[config.mk]
export PLATFORM = sky130hd
export DESIGN_NAME = inst_encoder
export DESIGN_NICKNAME = d
export VERILOG_FILES = /design/src/rtl/inst_encoder.sv
export SDC_FILE = /design/constraint.sdc
export NUM_CORES = 1
export LEC_CHECK = 0
export CORE_ASPECT_RATIO = 1.75
export CORE_MARGIN = 2
export CORE_UTILIZATION = 47
export CTS_CLUSTER_SIZE = 16
export DETAILED_ROUTE_END_ITERATION = 8
export PLACE_DENSITY = 0.85
export SKIP_LAST_GASP = 1
export SLEW_MARGIN = 15
export SYNTH_ARGS = -nofsm -noshare
export SYNTH_HDL_FRONTEND = slang
export SYNTH_SLANG_ARGS = --single-unit
[constraint.sdc]
create_clock -name clk -period 2.4 [get_ports clk]
set_input_delay 0.48 -clock clk [delete_from_list [all_inputs] [get_ports clk]]
set_output_delay 0.48 -clock clk [all_outputs]
set_load 0.05 [all_outputs]
[src/rtl/inst_encoder.sv]
// rtl/inst_encoder.sv - ADD/SUB/ADDI encoder with address tagging and a 2-entry output FIFO.
// Optional macro INST_ENC_RANGE_CHECK_EN: ADDI immediates outside -2048..2047 are treated as illegal.
module inst_encoder #(
  parameter logic [31:0] START_ADDR = 32'h0000_0000
) (
  input  logic        clk,
  input  logic        rst_n,
  input  logic        clear,
  input  logic        in_valid,
  output logic        in_ready,
  input  logic        is_imm,
  input  logic [3:0]  alu_control,
  input  logic [4:0]  rs1_num,
  input  logic [4:0]  rs2_num,
  input  logic [4:0]  rd_num,
  input  logic [31:0] imm,
  output logic        out_valid,
  input  logic        out_ready,
  output logic [31:0] inst,
  output logic [31:0] inst_addr,
  output logic        err,
  output logic [7:0]  err_count
);

  localparam logic [3:0]  ALU_ADD = 4'b0010;
  localparam logic [3:0]  ALU_SUB = 4'b0100;
  localparam logic [6:0]  OP_R    = 7'h33;
  localparam logic [6:0]  OP_I    = 7'h13;
  localparam logic [31:0] NOP     = 32'h0000_0013;

  logic [1:0]  count;
  logic [31:0] slot0_inst, slot0_addr;
  logic [31:0] slot1_inst, slot1_addr;
  logic [31:0] addr_q;
  logic        err_q;
  logic [7:0]  err_cnt_q;

  logic        range_bad;
  logic        illegal;
  logic [31:0] enc;
  logic        push, pop;

`ifdef INST_ENC_RANGE_CHECK_EN
  assign range_bad = (imm[31:11] != {21{imm[11]}});
`else
  logic unused_imm_hi;
  assign unused_imm_hi = ^imm[31:12];
  assign range_bad = 1'b0;
`endif

  always_comb begin
    illegal = 1'b0;
    enc     = NOP;
    if (is_imm) begin
      if (alu_control != ALU_ADD || range_bad)
        illegal = 1'b1;
      else
        enc = {imm[11:0], rs1_num, 3'b000, rd_num, OP_I};
    end else begin
      if (alu_control == ALU_ADD)
        enc = {7'h00, rs2_num, rs1_num, 3'b000, rd_num, OP_R};
      else if (alu_control == ALU_SUB)
        enc = {7'h20, rs2_num, rs1_num, 3'b000, rd_num, OP_R};
      else
        illegal = 1'b1;
    end
  end

  // Readiness comes only from occupancy so out_ready never reaches in_ready.
  assign in_ready  = (count != 2'd2);
  assign out_valid = (count != 2'd0);
  assign push      = in_valid && in_ready;
  assign pop       = out_valid && out_ready;

  always_ff @(posedge clk) begin
    if (!rst_n) begin
      count      <= 2'd0;
      slot0_inst <= 32'h0;
      slot0_addr <= 32'h0;
      slot1_inst <= 32'h0;
      slot1_addr <= 32'h0;
      addr_q     <= START_ADDR;
      err_q      <= 1'b0;
      err_cnt_q  <= 8'h00;
    end else if (clear) begin
      count     <= 2'd0;
      addr_q    <= START_ADDR;
      err_q     <= 1'b0;
      err_cnt_q <= 8'h00;
    end else begin
      if (push) begin
        addr_q <= addr_q + 32'd4;
        if (illegal) begin
          err_q <= 1'b1;
          if (err_cnt_q != 8'hFF)
            err_cnt_q <= err_cnt_q + 8'd1;
        end
      end
      // slot0 is always the head; slot1 only holds the second entry.
      case ({push, pop})
        2'b10: begin
          if (count == 2'd0) begin
            slot0_inst <= enc;
            slot0_addr <= addr_q;
          end else begin
            slot1_inst <= enc;
            slot1_addr <= addr_q;
          end
          count <= count + 2'd1;
        end
        2'b01: begin
          slot0_inst <= slot1_inst;
          slot0_addr <= slot1_addr;
          count      <= count - 2'd1;
        end
        2'b11: begin
          if (count == 2'd1) begin
            slot0_inst <= enc;
            slot0_addr <= addr_q;
          end else begin
            slot0_inst <= slot1_inst;
            slot0_addr <= slot1_addr;
            slot1_inst <= enc;
            slot1_addr <= addr_q;
          end
        end
        default: ;
      endcase
    end
  end

  assign inst      = slot0_inst;
  assign inst_addr = slot0_addr;
  assign err       = err_q;
  assign err_count = err_cnt_q;

endmodule

## Word level (Yosys, flattened, before mapping)

Index checks and enable logic that the tools add are counted.

- Input bits: 57
- Register bits after elaboration: 171
- Output and inout bits: 75
- Logic and storage cells: 59

- Bitwise operators: 2
- Muxes and demuxes: 21
- Equality and inequality tests: 12
- $add $sub $neg: 4
- Reduce and logical (&&, ||, !) cells: 12

Operators with widths:

| operator | count |
|---|---|
| two-way mux 32 bit | 10 |
| one-hot mux 32 bit (3 select lines) | 2 |
| one-hot mux 32 bit (2 select lines) | 2 |
| two-way mux 31 bit | 2 |
| adder 32 x 3 -> 32 bit (second input constant) | 1 |
| adder 8 x 1 -> 8 bit (second input constant) | 1 |
| inequality test 2 bit (second input constant) | 4 |
| inequality test 8 bit (second input constant) | 1 |
| AND reduction 3 bit | 2 |
| nonzero test 2 bit | 3 |
| equality test 2 x 1 -> 1 bit (second input constant) | 2 |
| equality test 2 bit (second input constant) | 2 |
| equality test 4 x 2 -> 1 bit (second input constant) | 1 |
| equality test 4 x 3 -> 1 bit (second input constant) | 1 |
| two-way mux 1 bit | 4 |
| inequality test 4 x 2 -> 1 bit (second input constant) | 1 |
| one-hot mux 2 bit (2 select lines) | 1 |
| AND reduction 4 bit | 1 |
| nonzero test 3 bit | 1 |
| adder 2 x 1 -> 2 bit (second input constant) | 1 |
| logical AND 1 bit | 2 |
| zero test 2 bit | 1 |
| NOT 1 bit | 2 |
| AND reduction 2 bit | 1 |
| other kinds (2) | 2 |

## Logic depth before layout (Yosys ltp)

Gate-level depths: netlist of the first run.

- Depth in word-level cells: 6
- Depth in mapped cells: 12
- Depth with buffers taken out: 10

## Least setup slack after synthesis of the first run

No wires, ideal clock.

- Kind: register to register
- Start: register count[0]
- End: register slot0_addr[10], in the netlist inst_addr[10]
- Arrival: 2.564 ns
- Setup slack: -0.244 ns
- Data required time: 2.320 ns
- Stages on the path, launching flop included: 13
- Path buffers: 2
- Library setup time: 0.080 ns
- Period minus slack after synthesis: 2.644 ns
- Path through: dfxtp_1 inv_1 ha_1 inv_1 nand2_1 inv_1 ha_1 nand2_1 nand2_1 clkbuf_1 buf_1 a221oi_1 nor3b_1

- Word-level cells in the longest chain between the ends: 5
- Elaborated cells between the ends (all ways): 14
- Classes of those cells: eq/ne (6); mux (2); reduce/logical (6)

RTL lines:

| element | RTL line | RTL |
|---|---|---|
| from (decl) | 31 | `logic [1:0] count;` |
| from (signal assigned) | 109 | `count <= count + 2'd1;` |
| from (signal assigned) | 114 | `count <= count - 2'd1;` |
| nonzero test 2 bit (*) | 71 | `assign out_valid = (count != 2'd0);` |
| net out_valid | 17 | `output logic out_valid,` |
| logical AND 1 bit (*) | 73 | `assign pop = out_valid && out_ready;` |
| equality test 2 bit / equality test 2 x 1 -> 1 bit (equally long branches) | 100 | `case ({push, pop})` |
| inequality test 2 bit (no source line) / nonzero test 3 bit (equally long branches) | - |  |
| AND reduction 3 bit (no source line) | - |  |
| to (signal assigned) | 104 | `slot0_addr <= addr_q;` |
| to (signal assigned) | 113 | `slot0_addr <= slot1_addr;` |
| to (signal assigned) | 119 | `slot0_addr <= addr_q;` |
| to (decl) | 32 | `logic [31:0] slot0_inst, slot0_addr;` |

The timed path passes the listed nets; every way through them passes the cells marked *.
A chain may end at the register's enable or synchronous reset.

## Worst setup path after layout of the first run

- Start: register count[0]
- End: register addr_q[22]

- Word-level cells in the longest chain between the ends: 2

RTL lines:

| element | RTL line | RTL |
|---|---|---|
| inequality test 2 bit | 70 | `assign in_ready = (count != 2'd2);` |
| logical AND 1 bit | 72 | `assign push = in_valid && in_ready;` |
| to (signal assigned) | 92 | `addr_q <= addr_q + 32'd4;` |
| to (decl) | 34 | `logic [31:0] addr_q;` |

No other way between the ends.

==> metrics.md, run 1 <==
| Metric | Value |
|---|---|
| Result of the run | finished clean |
| Number of unique standard cell types used by synthesis | 46 |
| Area of the multi-input gates | 3370 um2 |
| Max Freq | 0.429 GHz |
| Startpoint type of the worst setup path | flop |
| Critical path peak fanout | 6 |
| Arrival time worst endpoint | 2.68 ns |
| Portion of the clock cycle consumed by the worst path in the final layout | 97.2% |
| Global route total overflow | 0 |
| TritonCTS clock tree | built |
| Dominant synthesized flop cell | sky130_fd_sc_hd__dfxtp_1 |
| Cell type with the largest total area after synthesis | sky130_fd_sc_hd__dfxtp_1 |
| Final setup violating endpoints | 0 |
| Largest net degree at the start of global routing | 55 |
| Clock latency reported for the late side of the worst-skew pair | 0.42 ns |
| Final Routed Wirelength | 17.0 mm |
| Worst ir drop on vdd | 0.539 mV |
| Transition time at the pin with the least slew margin | 0.533 ns |
| Final antenna diode count | 0 |
| Area overhead of the layout relative to synthesis | 33.2% |
| Antenna violations before repair | 0 |
| Unrepaired setup endpoints after global routing | true |
| Floorplan die width | 93.1 um |
| Number of nets in the layout | 931 |
| Async SR Flop Fraction | 0% |
| Setup skew after layout | 0.0101 ns |
| Synthesized area per cell | 8.63 um2 |
| Detailed placement HPWL | 10.9 mm |
| Count of antenna-violating nets left after detailed routing | 0 |
| Req. time, crit path | 2.75 ns |
| Number of detailed-route iterations in the first pass | 5 |
| Number of sinks on the clock net | 149 |
| Avg WL per Cell | 16.1 um |
| Count of maximum capacitance violations | 0 |
| Library cell used as clock root buffer | sky130_fd_sc_hd__clkbuf_16 |
| Synth top area share | 45.7% |
| Number of synthesized register bits | 149 |
| Ys Warns | 0 |
| Total placed cells including tap cells | 1020 |
| Number of synthesized flops with an enable pin | 0 |
| Class of the tightest hold or removal check | reg -> reg |
| Die extent in y | 160 um |
| Vias in the first global route | 5728 |
| IO Port Bufs | 103 |
| Final worst setup slack | 0.0684 ns |
| Slew HR | 64.4% |
| Worst reg-to-reg setup slack | 0.07 ns |
| Total routing usage reported by global routing | 22.2% |
| Post-route non-filler standard cell count | 1055 |
| Post-synth design cell area | 6530 um2 |
| Leading cell types by total area after synthesis | sky130_fd_sc_hd__dfxtp_1 46%, sky130_fd_sc_hd__a221oi_1 7.1%, sky130_fd_sc_hd__a21boi_0 5.5% |
| Share of final-layout standard cells stronger than drive strength 1 | 14.1% |
| Number of buffers added by the clock tree synthesis step | 17 |
| Post-synthesis sequential area ratio | 45.7% |
| Fin. max-slew vios | 0 |
| Leakage | 3.04 nW |
| Number of hold-repair buffers added at the cts stage | 0 |
| Initial Utilization | 47.4% |
| Number of placed I/O pins | 132 |
| Global-route wire length before repair | 27.2 mm |
| Clock slew seen by the registers of the worst setup and hold paths | 0.06 ns |
| Row cnt | 57 |
| Filler cells | 1104 |
| Number of DRC markers in iteration 0 | 369 |
| Crit Path Class | reg -> reg |
| Area of the placeable core | 13800 um2 |
| Final hold violation count | 0 |
| Gp weighted congestion | 0.851 |
| Number of standard cells after synthesis | 757 |
| Vias after detailed routing | 6085 |
| Remaining routing DRC violations | 0 |
| Combined flip-flop and latch cell area | 2980 um2 |
| Kind of end point of the critical path | flop |
| Ratio of total power to cell area | 743 nW/um2 |
| Number of buffers on the longest clock path | 2 |
| Worst-case setup slack after placement | -0.293 ns |
| Htree depth | 4 |
| Routed via count divided by cell count | 5.77 |
| Clock period minus worst slack | 2.33 ns |
| Die Area | 14900 um2 |
area by class of cell:
class                   instances  area share (%)
clock inverters                15            1.84
repair buffers                153            17.1
clock buffers                  17            4.89
inverters                      11           0.518
well taps                     177            2.55
multi-input cells             533            38.8
flip-flops and latches        149            34.3
cells by family after synthesis:
| family | count (synthesis) | share of synthesized area, % |
|---|---|---|
| simple gates | 297 | 22.9 |
| flops | 149 | 45.7 |
| mux | 2 | 0.307 |
| other cells | 1 | 0.0574 |
| fa+ha+maj | 9 | 1.72 |
| buf+inv | 83 | 5.58 |
| xor+xnor | 14 | 1.88 |
| compound gates | 202 | 21.9 |
critical path, stage by stage, from the launching register on:
cell                       delay [ns]
sky130_fd_sc_hd__dfxtp_2         0.34
sky130_fd_sc_hd__inv_1           0.06
sky130_fd_sc_hd__ha_1            0.21
sky130_fd_sc_hd__buf_4           0.16
sky130_fd_sc_hd__nand3b_1        0.23
sky130_fd_sc_hd__or4_4           0.60
sky130_fd_sc_hd__or4_1           0.51
sky130_fd_sc_hd__a21oi_1         0.16
stage by stage:
stage                     hold WS, ns  util [%]  cell area, um2  power (mW)  setup TNS (ns)
after global placement          0.440      57.7            7940        3.84          -13.07
after CTS                       0.464      62.0            8530        6.47               0
final                           0.462      63.2            8700        6.46               0
after floorplan                 0.434         -            6590        3.44         -0.0646
after detailed placement        0.451      57.7            7940        3.86          -19.97
after global routing            0.481      63.2            8700        6.69         -0.0278
cell usage after synthesis (7+ instances only):
cell,count
sky130_fd_sc_hd__a21boi_0,48
sky130_fd_sc_hd__a21oi_1,37
sky130_fd_sc_hd__a221oi_1,53
sky130_fd_sc_hd__buf_4,11
sky130_fd_sc_hd__clkbuf_1,53
sky130_fd_sc_hd__dfxtp_1,149
sky130_fd_sc_hd__ha_1,9
sky130_fd_sc_hd__inv_1,11
sky130_fd_sc_hd__nand2_1,95
sky130_fd_sc_hd__nand3_1,31
sky130_fd_sc_hd__nand4_1,7
sky130_fd_sc_hd__nor2_1,70
sky130_fd_sc_hd__nor3b_1,35
sky130_fd_sc_hd__o21ai_0,33
sky130_fd_sc_hd__o31ai_1,15
sky130_fd_sc_hd__or3_1,7
sky130_fd_sc_hd__or4_1,15
sky130_fd_sc_hd__xnor2_1,12
cells in the final DEF, fill, tap and decap left out, drive strengths merged, types with 2 or more instances in the layout:
master,count
nor2,70
nand3b,2
inv,19
nor3b,35
xor2,2
or4,18
o21a,3
or3,7
a21boi,48
ha,9
dfxtp,149
clkinvlp,2
nand4b,2
nand4,8
nand2b,5
o21ai,33
and3,6
conb,8
or3b,2
buf,53
a32oi,5
and4,2
mux2i,2
a221oi,54
nand3,31
nor2b,3
clkdlybuf4s50,100
a21oi,38
a211oi,2
nand2,95
nor4,6
xnor2,12
nor3,5
clkinv,4
o31ai,15
clkbuf,17
routing by layer:
| metal | GRT usage (%) | part of all wire, % |
|---|---|---|
| met1 | 25.0 | 39 |
| met3 | 3.87 | 4.6 |
| met2 | 40.9 | 54 |
| met4 | 8.62 | 2.4 |
| met5 | 0 | 0 |
power breakdown:
| group | total (mW) | switching (mW) | internal (mW) |
|---|---|---|---|
| Clock | 2.62 | 1.14 | 1.48 |
| Sequential | 2.63 | 0.0562 | 2.58 |
| Combinational | 1.21 | 0.767 | 0.442 |
path summary, 6_finish.rpt:
kind	depth (start not counted)	from	endpoint
worst min-delay path	2	slot1_inst[28]$_SDFFE_PN0P_	slot1_inst[28]$_SDFFE_PN0P_
worst max register to register	7	count[0]$_SDFFE_PP0P_	addr_q[22]$_SDFFE_PP0P_
worst max-delay path	7	count[0]$_SDFFE_PP0P_	addr_q[22]$_SDFFE_PP0P_
worst min register to register	2	slot1_inst[28]$_SDFFE_PN0P_	slot1_inst[28]$_SDFFE_PN0P_
sequential cells by signal, indices dropped and copies added (netlist names):
signal and flops:
err_count 8, inst 24, slot1_inst 24, count 2
addr_q 30, slot1_addr 30, inst_addr 30, err 1
what timing repair did:
item / in CTS / in global routing
pin swaps: 0 / 2
resized for setup: 1 / 28
endpoints found under the setup margin: 1 / 96
hold endpoints to repair: 0 / 0
setup buffers: 0 / 3
cloned: 0 / 1
(Power assumes the default switching activity.)
==> run 2, diff against run 1 <==
CAP_MARGIN = 40   (was default)
GPL_TIMING_DRIVEN = 0   (was default)
==> metrics.md, run 2 (synthesis results as in run 1) <==
| Metric | Value |
|---|---|
| Combined flip-flop and latch cell area | 2980 um2 (about the same) |
| Commonest non-fill, non-tap cells in the layout | 149 x sky130_fd_sc_hd__dfxtp_1, 100 x sky130_fd_sc_hd__clkdlybuf4s50_1, 93 x sky130_fd_sc_hd__nand2_1 |
| Slew HR | 58.3% (-6.0 points) |
| Remaining routing DRC violations | 0 (unchanged) |
| Clock slew seen by the registers of the worst setup and hold paths | 0.07 ns (about the same) |
| Total cell area at the placement stage | 7830 um2 (-1.3%) |
| IO Port Bufs | 102 (-0.97%) |
| Fin. max-slew vios | 0 (unchanged) |
| Final setup violating endpoints | 0 (unchanged) |
| Library cell used as clock root buffer | sky130_fd_sc_hd__clkbuf_16 |
| Final hold violation count | 0 (unchanged) |
| Post-route non-filler standard cell count | 1084 (+2.7%) |
| Startpoint type of the worst setup path | flop |
| Htree depth | 4 (unchanged) |
| Final antenna diode count | 0 (unchanged) |
| TritonCTS clock tree | built |
| Met2 WL | 10.3 mm (+13%) |
| Die Area | 14900 um2 (unchanged) |
| Worst path buffer plus inverter count | 3 (+1) |
| Top cell by count, worst path | sky130_fd_sc_hd__inv_2 |
| Number of sinks on the clock net | 149 (unchanged) |
| Total placed cells including tap cells | 1043 (+2.3%) |
| Leading cell type in the layout, fill and taps excluded | sky130_fd_sc_hd__dfxtp_1 |
| Detailed route wirelength on metal3 | 1.02 mm (+30%) |
| Result of the run | finished clean |
| Clock latency reported for the late side of the worst-skew pair | 0.43 ns (about the same) |
| Wire length on met1 | 7.26 mm (+9.4%) |
| Setup skew after layout | 0.00984 ns (-0.000264 ns) |
| Global route total overflow | 0 (unchanged) |
| Count of antenna-violating nets left after detailed routing | 0 (unchanged) |
| Die extent in y | 160 um (unchanged) |
| Clock period minus worst slack | 2.39 ns (+0.0593 ns) |
| Transition time at the pin with the least slew margin | 0.620 ns (+0.0866 ns) |
| Row cnt | 57 (unchanged) |
| Leakage | 3.13 nW (+3.1%) |
| Critical path peak fanout | 10 (+4) |
| Number of buffers on the longest clock path | 2 (unchanged) |
| Floorplan die width | 93.1 um (unchanged) |
| Detailed placement HPWL | 12.8 mm (+17%) |
| Total routing usage reported by global routing | 25.1% (+2.8 points) |
| Max Freq | 0.418 GHz (-2.5%) |
| Top routing layer in use | met4 |
| Gp weighted congestion | 0.861 (+1.1%) |
| Number of hold-repair buffers added at the cts stage | 0 (unchanged) |
| Final non-filler cell area | 8930 um2 (+2.7%) |
| Cell family contributing the most delay on the critical path | simple AND/OR/NAND/NOR gates |
| Area of the multi-input gates | 3560 um2 (+5.6%) |
| Initial Utilization | 47.4% (unchanged) |
| Final Routed Wirelength | 19.3 mm (+14%) |
| Arrival time worst endpoint | 2.70 ns (+0.02 ns) |
| Crit Path Class | reg -> reg |
| Count of maximum capacitance violations | 0 (unchanged) |
| Portion of the clock cycle consumed by the worst path in the final layout | 99.6% (+2.5 points) |
| Kind of end point of the critical path | flop |
| Number of DRC markers in iteration 0 | 411 (+11%) |
| Number of placed I/O pins | 132 (unchanged) |
| Final hold slack | 0.464 ns (+0.00219 ns) |
| Standard cell with the maximum stage delay on the critical path | sky130_fd_sc_hd__or3_4 |
| Routed via count divided by cell count | 5.87 (+1.8%) |
| Number of detailed-route iterations in the first pass | 6 (+1) |
| Area overhead of the layout relative to synthesis | 36.8% |
| Area of the placeable core | 13800 um2 (unchanged) |
| Vias after detailed routing | 6362 (+4.6%) |
| Global-route wire length before repair | 30.3 mm (+11%) |
| Avg WL per Cell | 17.8 um (+11%) |
| Antenna violations before repair | 0 (unchanged) |
| Unrepaired setup endpoints after global routing | true |
| Vias in the first global route | 6302 (+10%) |
| Filler cells | 1066 (-3.4%) |
| Ratio of total power to cell area | 732 nW/um2 (-1.4%) |
| Class of the tightest hold or removal check | reg -> reg |
| Req. time, crit path | 2.71 ns (-0.04 ns) |
| Number of nets in the layout | 960 (+3.1%) |
| Share of final-layout standard cells stronger than drive strength 1 | 16.8% (+2.6 points) |
| Largest net degree at the start of global routing | 17 (-69%) |
| Cell-by-cell listing of the critical path | inv_2, ha_4, nand2b_4, inv_2, ha_2, nor2b_4, or3_4, buf_4, a221oi_1, nor2_1 |
| Worst ir drop on vdd | 0.519 mV (-3.8%) |
| Number of buffers added by the clock tree synthesis step | 17 (unchanged) |
| Maximum cell stage delay along the critical path | 0.43 ns (-0.17 ns) |
## run 2: cell count changes in the layout (fill, tap and decap cells not counted), moves of 5 or more
cell	previous run	this run
sky130_fd_sc_hd__a221oi_1	35	18
sky130_fd_sc_hd__a221oi_2	19	35
sky130_fd_sc_hd__buf_12	6	1
sky130_fd_sc_hd__buf_4	43	24
sky130_fd_sc_hd__clkbuf_1	0	22
sky130_fd_sc_hd__clkbuf_2	0	11
sky130_fd_sc_hd__clkbuf_4	0	12
sky130_fd_sc_hd__o21ai_0	33	26
sky130_fd_sc_hd__o21ai_1	0	7
## run 2: layout make-up
cell class              instances  area share [%]
multi-input cells             533            39.9
inverters                      11           0.532
repair buffers                113            12.5
clock buffers                  17            4.76
plain buffers                  69            4.85
well taps                     177            2.48
flip-flops and latches        149            33.4
clock inverters                15            1.63
## run 2: path summary, 6_finish.rpt
check	endpoint	startpoint	cells past startpoint	slack (ns)
setup reg to reg	inst[27]$_SDFFE_PN0P_	count[0]$_SDFFE_PP0P_	10	0.009
hold / removal	slot1_addr[26]$_SDFFE_PN0P_	slot1_addr[26]$_SDFFE_PN0P_	2	0.46
hold reg to reg	slot1_addr[26]$_SDFFE_PN0P_	slot1_addr[26]$_SDFFE_PN0P_	2	0.46
setup / recovery	inst[27]$_SDFFE_PN0P_	count[0]$_SDFFE_PP0P_	10	0.009
## run 2: worst reg2reg max path: cells and delay by family (launching register included)
family          cells  cell delay [ns]
fa+ha+maj           2             0.41
compound gates      1             0.27
simple gates        4             0.82
flops               1             0.35
buf+inv             3             0.42
## run 2: routing by layer
metal | vias up | GRT usage [%]
met5 | - | 0
met2 | 280 | 46.5
li1 | 3018 | -
met3 | 55 | 4.15
met4 | 0 | 12.2
met1 | 3009 | 26.8
## run 2: where the power goes
group | switching, mW | total (mW) | internal, mW | leakage (nW)
combinational | 0.829 | 1.30 | 0.471 | 1.66
sequential | 0.0607 | 2.64 | 2.58 | 1.21
clock | 1.15 | 2.60 | 1.45 | 0.266
total | 2.04 | 6.54 | 4.50 | 3.13
## run 2: stage by stage
step	setup WS (ns)	util (%)	total power [mW]	setup TNS [ns]
after floorplan	-0.00260	-	3.44	-0.0646
after global placement	-0.948	56.9	3.84	-95.42
after detailed placement	-0.988	56.9	3.85	-100.01
after CTS	-0.00877	63.0	6.47	-0.0111
after global routing	-0.0315	64.9	6.73	-0.295
final	0.00902	64.9	6.54	0
## run 2: repair_timing
item	4_1_cts	5_1_grt
gates resized for setup	63	69
pin swaps	2	2
setup buffers	8	3
setup endpoints to repair	118	107
cloned	0	1
==> run 3, diff against run 2 <==
CTS_CLUSTER_DIAMETER = 100   (was default)
SKIP_LAST_GASP = default   (was 1)
==> metrics.md, run 3 (synthesis results as in run 1) <==
| Metric | Value |
|---|---|
| TritonCTS clock tree | built |
| Critical path peak fanout | 10 (unchanged) |
| Final setup violating endpoints | 0 (unchanged) |
| Die Area | 14900 um2 (unchanged) |
| Met2 track demand over resource in global routing | 46.5% (-0.066 points) |
| Row cnt | 57 (unchanged) |
| Startpoint type of the worst setup path | flop |
| Antenna violations before repair | 0 (unchanged) |
| Setup skew after layout | 0.00876 ns (-0.00108 ns) |
| Total Neg Setup Slack | 0 ns (unchanged) |
| Clock network power share | 39.8% (about the same) |
| Worst ir drop on vdd | 0.518 mV (about the same) |
| Number of placed I/O pins | 132 (unchanged) |
| Clock latency reported for the late side of the worst-skew pair | 0.43 ns (about the same) |
| Detailed placement HPWL | 12.8 mm (unchanged) |
| Library cell used as clock root buffer | sky130_fd_sc_hd__clkbuf_16 |
| Arrival time worst endpoint | 2.69 ns (about the same) |
| Number of nets in the layout | 960 (unchanged) |
| Final Routed Wirelength | 19.4 mm (+0.27%) |
| Slew HR | 56.8% (-1.5 points) |
| Largest net degree at the start of global routing | 17 (unchanged) |
| Count of antenna-violating nets left after detailed routing | 0 (unchanged) |
| Fin. max-slew vios | 0 (unchanged) |
| Transition time at the pin with the least slew margin | 0.642 ns (+0.0229 ns) |
| Req. time, crit path | 2.71 ns (about the same) |
| Final non-filler cell area | 8940 um2 (about the same) |
| Total placed cells including tap cells | 1043 (unchanged) |
| Part of the power in registers | 40.3% (about the same) |
| Vias after detailed routing | 6412 (+0.79%) |
| Number of DRC markers in iteration 0 | 410 (-0.24%) |
| Number of buffers added by the clock tree synthesis step | 17 (unchanged) |
| Number of detailed-route iterations in the first pass | 6 (unchanged) |
| Global route total overflow | 0 (unchanged) |
| Routed via count divided by cell count | 5.92 (+0.79%) |
| Clock period minus worst slack | 2.38 ns (-0.0103 ns) |
| Gp weighted congestion | 0.861 (unchanged) |
| Ratio of total power to cell area | 733 nW/um2 (about the same) |
| Vias in the first global route | 6298 (-0.063%) |
| Avg WL per Cell | 17.9 um (+0.27%) |
| Total cell area at the placement stage | 7830 um2 (unchanged) |
| Met1 GRT Util | 26.9% (+0.068 points) |
| Leading cell type in the layout, fill and taps excluded | sky130_fd_sc_hd__dfxtp_1 |
| Crit Path Class | reg -> reg |
| Share of final-layout standard cells stronger than drive strength 1 | 16.9% (+0.11 points) |
| Initial Utilization | 47.4% (unchanged) |
| Global-route track usage on met3 | 4.10% (-0.047 points) |
| Class of the tightest hold or removal check | reg -> reg |
| Number of buffers on the longest clock path | 2 (unchanged) |
| Result of the run | finished clean |
| Switching share of power | 31.3% (+0.086 points) |
| Commonest non-fill, non-tap cells in the layout | 149 x sky130_fd_sc_hd__dfxtp_1, 100 x sky130_fd_sc_hd__clkdlybuf4s50_1, 93 x sky130_fd_sc_hd__nand2_1 |
| Final hold violation count | 0 (unchanged) |
| Floorplan die width | 93.1 um (unchanged) |
| Leakage | 3.14 nW (+0.13%) |
| Htree depth | 4 (unchanged) |
| Global-route wire length before repair | 30.3 mm (about the same) |
| Remaining routing DRC violations | 0 (unchanged) |
| Portion of the clock cycle consumed by the worst path in the final layout | 99.2% (-0.43 points) |
| Cell-internal power | 4.50 mW (about the same) |
| IO Port Bufs | 102 (unchanged) |
| Worst-case setup slack after placement | -0.988 ns (unchanged) |
| Count of maximum capacitance violations | 0 (unchanged) |
| Share of power burned in combinational logic | 19.9% (about the same) |
| Die extent in y | 160 um (unchanged) |
| Total routing usage reported by global routing | 25.1% (about the same) |
| Filler cells | 1058 (-0.75%) |
| Area overhead of the layout relative to synthesis | 36.9% (about the same) |
| Area of the placeable core | 13800 um2 (unchanged) |
| Final antenna diode count | 0 (unchanged) |
| Number of hold-repair buffers added at the cts stage | 0 (unchanged) |
| Kind of end point of the critical path | flop |
| Final worst setup slack | 0.0193 ns (+0.0103 ns) |
| Number of sinks on the clock net | 149 (unchanged) |
| Net load switching power | 2.05 mW (+0.42%) |
| Top Usage Layer GRT | met2 |
| Clock slew seen by the registers of the worst setup and hold paths | 0.07 ns (about the same) |
| Max Freq | 0.420 GHz (+0.43%) |
| Post-route non-filler standard cell count | 1084 (unchanged) |
run 3: cell types whose count changed in the layout (fill, tap and decap cells not counted):
cell                       change
sky130_fd_sc_hd__buf_4         +1
sky130_fd_sc_hd__buf_2         -1
sky130_fd_sc_hd__a221oi_1      -1
sky130_fd_sc_hd__a221oi_2      +1
run 3: final cells by class:
class	count	area [um2]	area share [%]
clock inverter	15	145	1.62
buffer	69	435	4.87
clock buffer	17	425	4.76
timing repair buffer	113	1110	12.5
inverter	11	47.5	0.532
tap	177	221	2.48
multi-input combinational	533	3570	39.9
sequential	149	2980	33.4
run 3: critical path, stage by stage, from the launching register on:
cell and delay (ns):
sky130_fd_sc_hd__dfxtp_1 0.35, sky130_fd_sc_hd__inv_2 0.12, sky130_fd_sc_hd__ha_4 0.17, sky130_fd_sc_hd__nand2b_4 0.15, sky130_fd_sc_hd__inv_2 0.09, sky130_fd_sc_hd__ha_2 0.24, sky130_fd_sc_hd__nor2b_4 0.15, sky130_fd_sc_hd__or3_4 0.43
sky130_fd_sc_hd__buf_4 0.21, sky130_fd_sc_hd__a221oi_1 0.27, sky130_fd_sc_hd__nor2_1 0.08
run 3: routing by layer:
metal	up-vias	wire length [um]
met4	0	698
met2	301	10300
met5	-	0
met1	3042	7260
li1	3015	-
met3	54	1110
run 3: power by group through the flow:
stage / logic [mW] / registers [mW] / clock network [mW]
floorplan: 0.457 / 2.99 / 0
global placement: 1.15 / 2.69 / 0
detailed placement: 1.16 / 2.69 / 0
CTS: 1.23 / 2.64 / 2.61
global route: 1.37 / 2.65 / 2.71
finish: 1.30 / 2.64 / 2.61
run 3: metrics by stage:
step / total power, mW / hold WS (ns) / util, %
3_5_place_dp: 3.85 / 0.451 / 56.9
6_report: 6.55 / 0.464 / 64.9
5_1_grt: 6.74 / 0.493 / 64.9
3_3_place_gp: 3.84 / 0.443 / 56.9
4_1_cts: 6.47 / 0.465 / 63.0
2_1_floorplan: 3.44 / 0.434 / -
run 3: path summary, 6_finish.rpt:
check	from	to	slack, ns	depth (start not counted)
setup / recovery	count[0]$_SDFFE_PP0P_	inst[27]$_SDFFE_PN0P_	0.02	10
hold / removal	slot1_addr[26]$_SDFFE_PN0P_	slot1_addr[26]$_SDFFE_PN0P_	0.46	2
hold reg to reg	slot1_addr[26]$_SDFFE_PN0P_	slot1_addr[26]$_SDFFE_PN0P_	0.46	2
setup reg to reg	count[0]$_SDFFE_PP0P_	inst[27]$_SDFFE_PN0P_	0.02	10
run 3: what timing repair did:
| item | CTS | global route |
|---|---|---|
| pin swaps | 2 | 2 |
| resized for setup | 65 | 69 |
| gates cloned | 0 | 1 |
| endpoints found under the setup margin | 118 | 107 |
| buffers inserted | 8 | 3 |
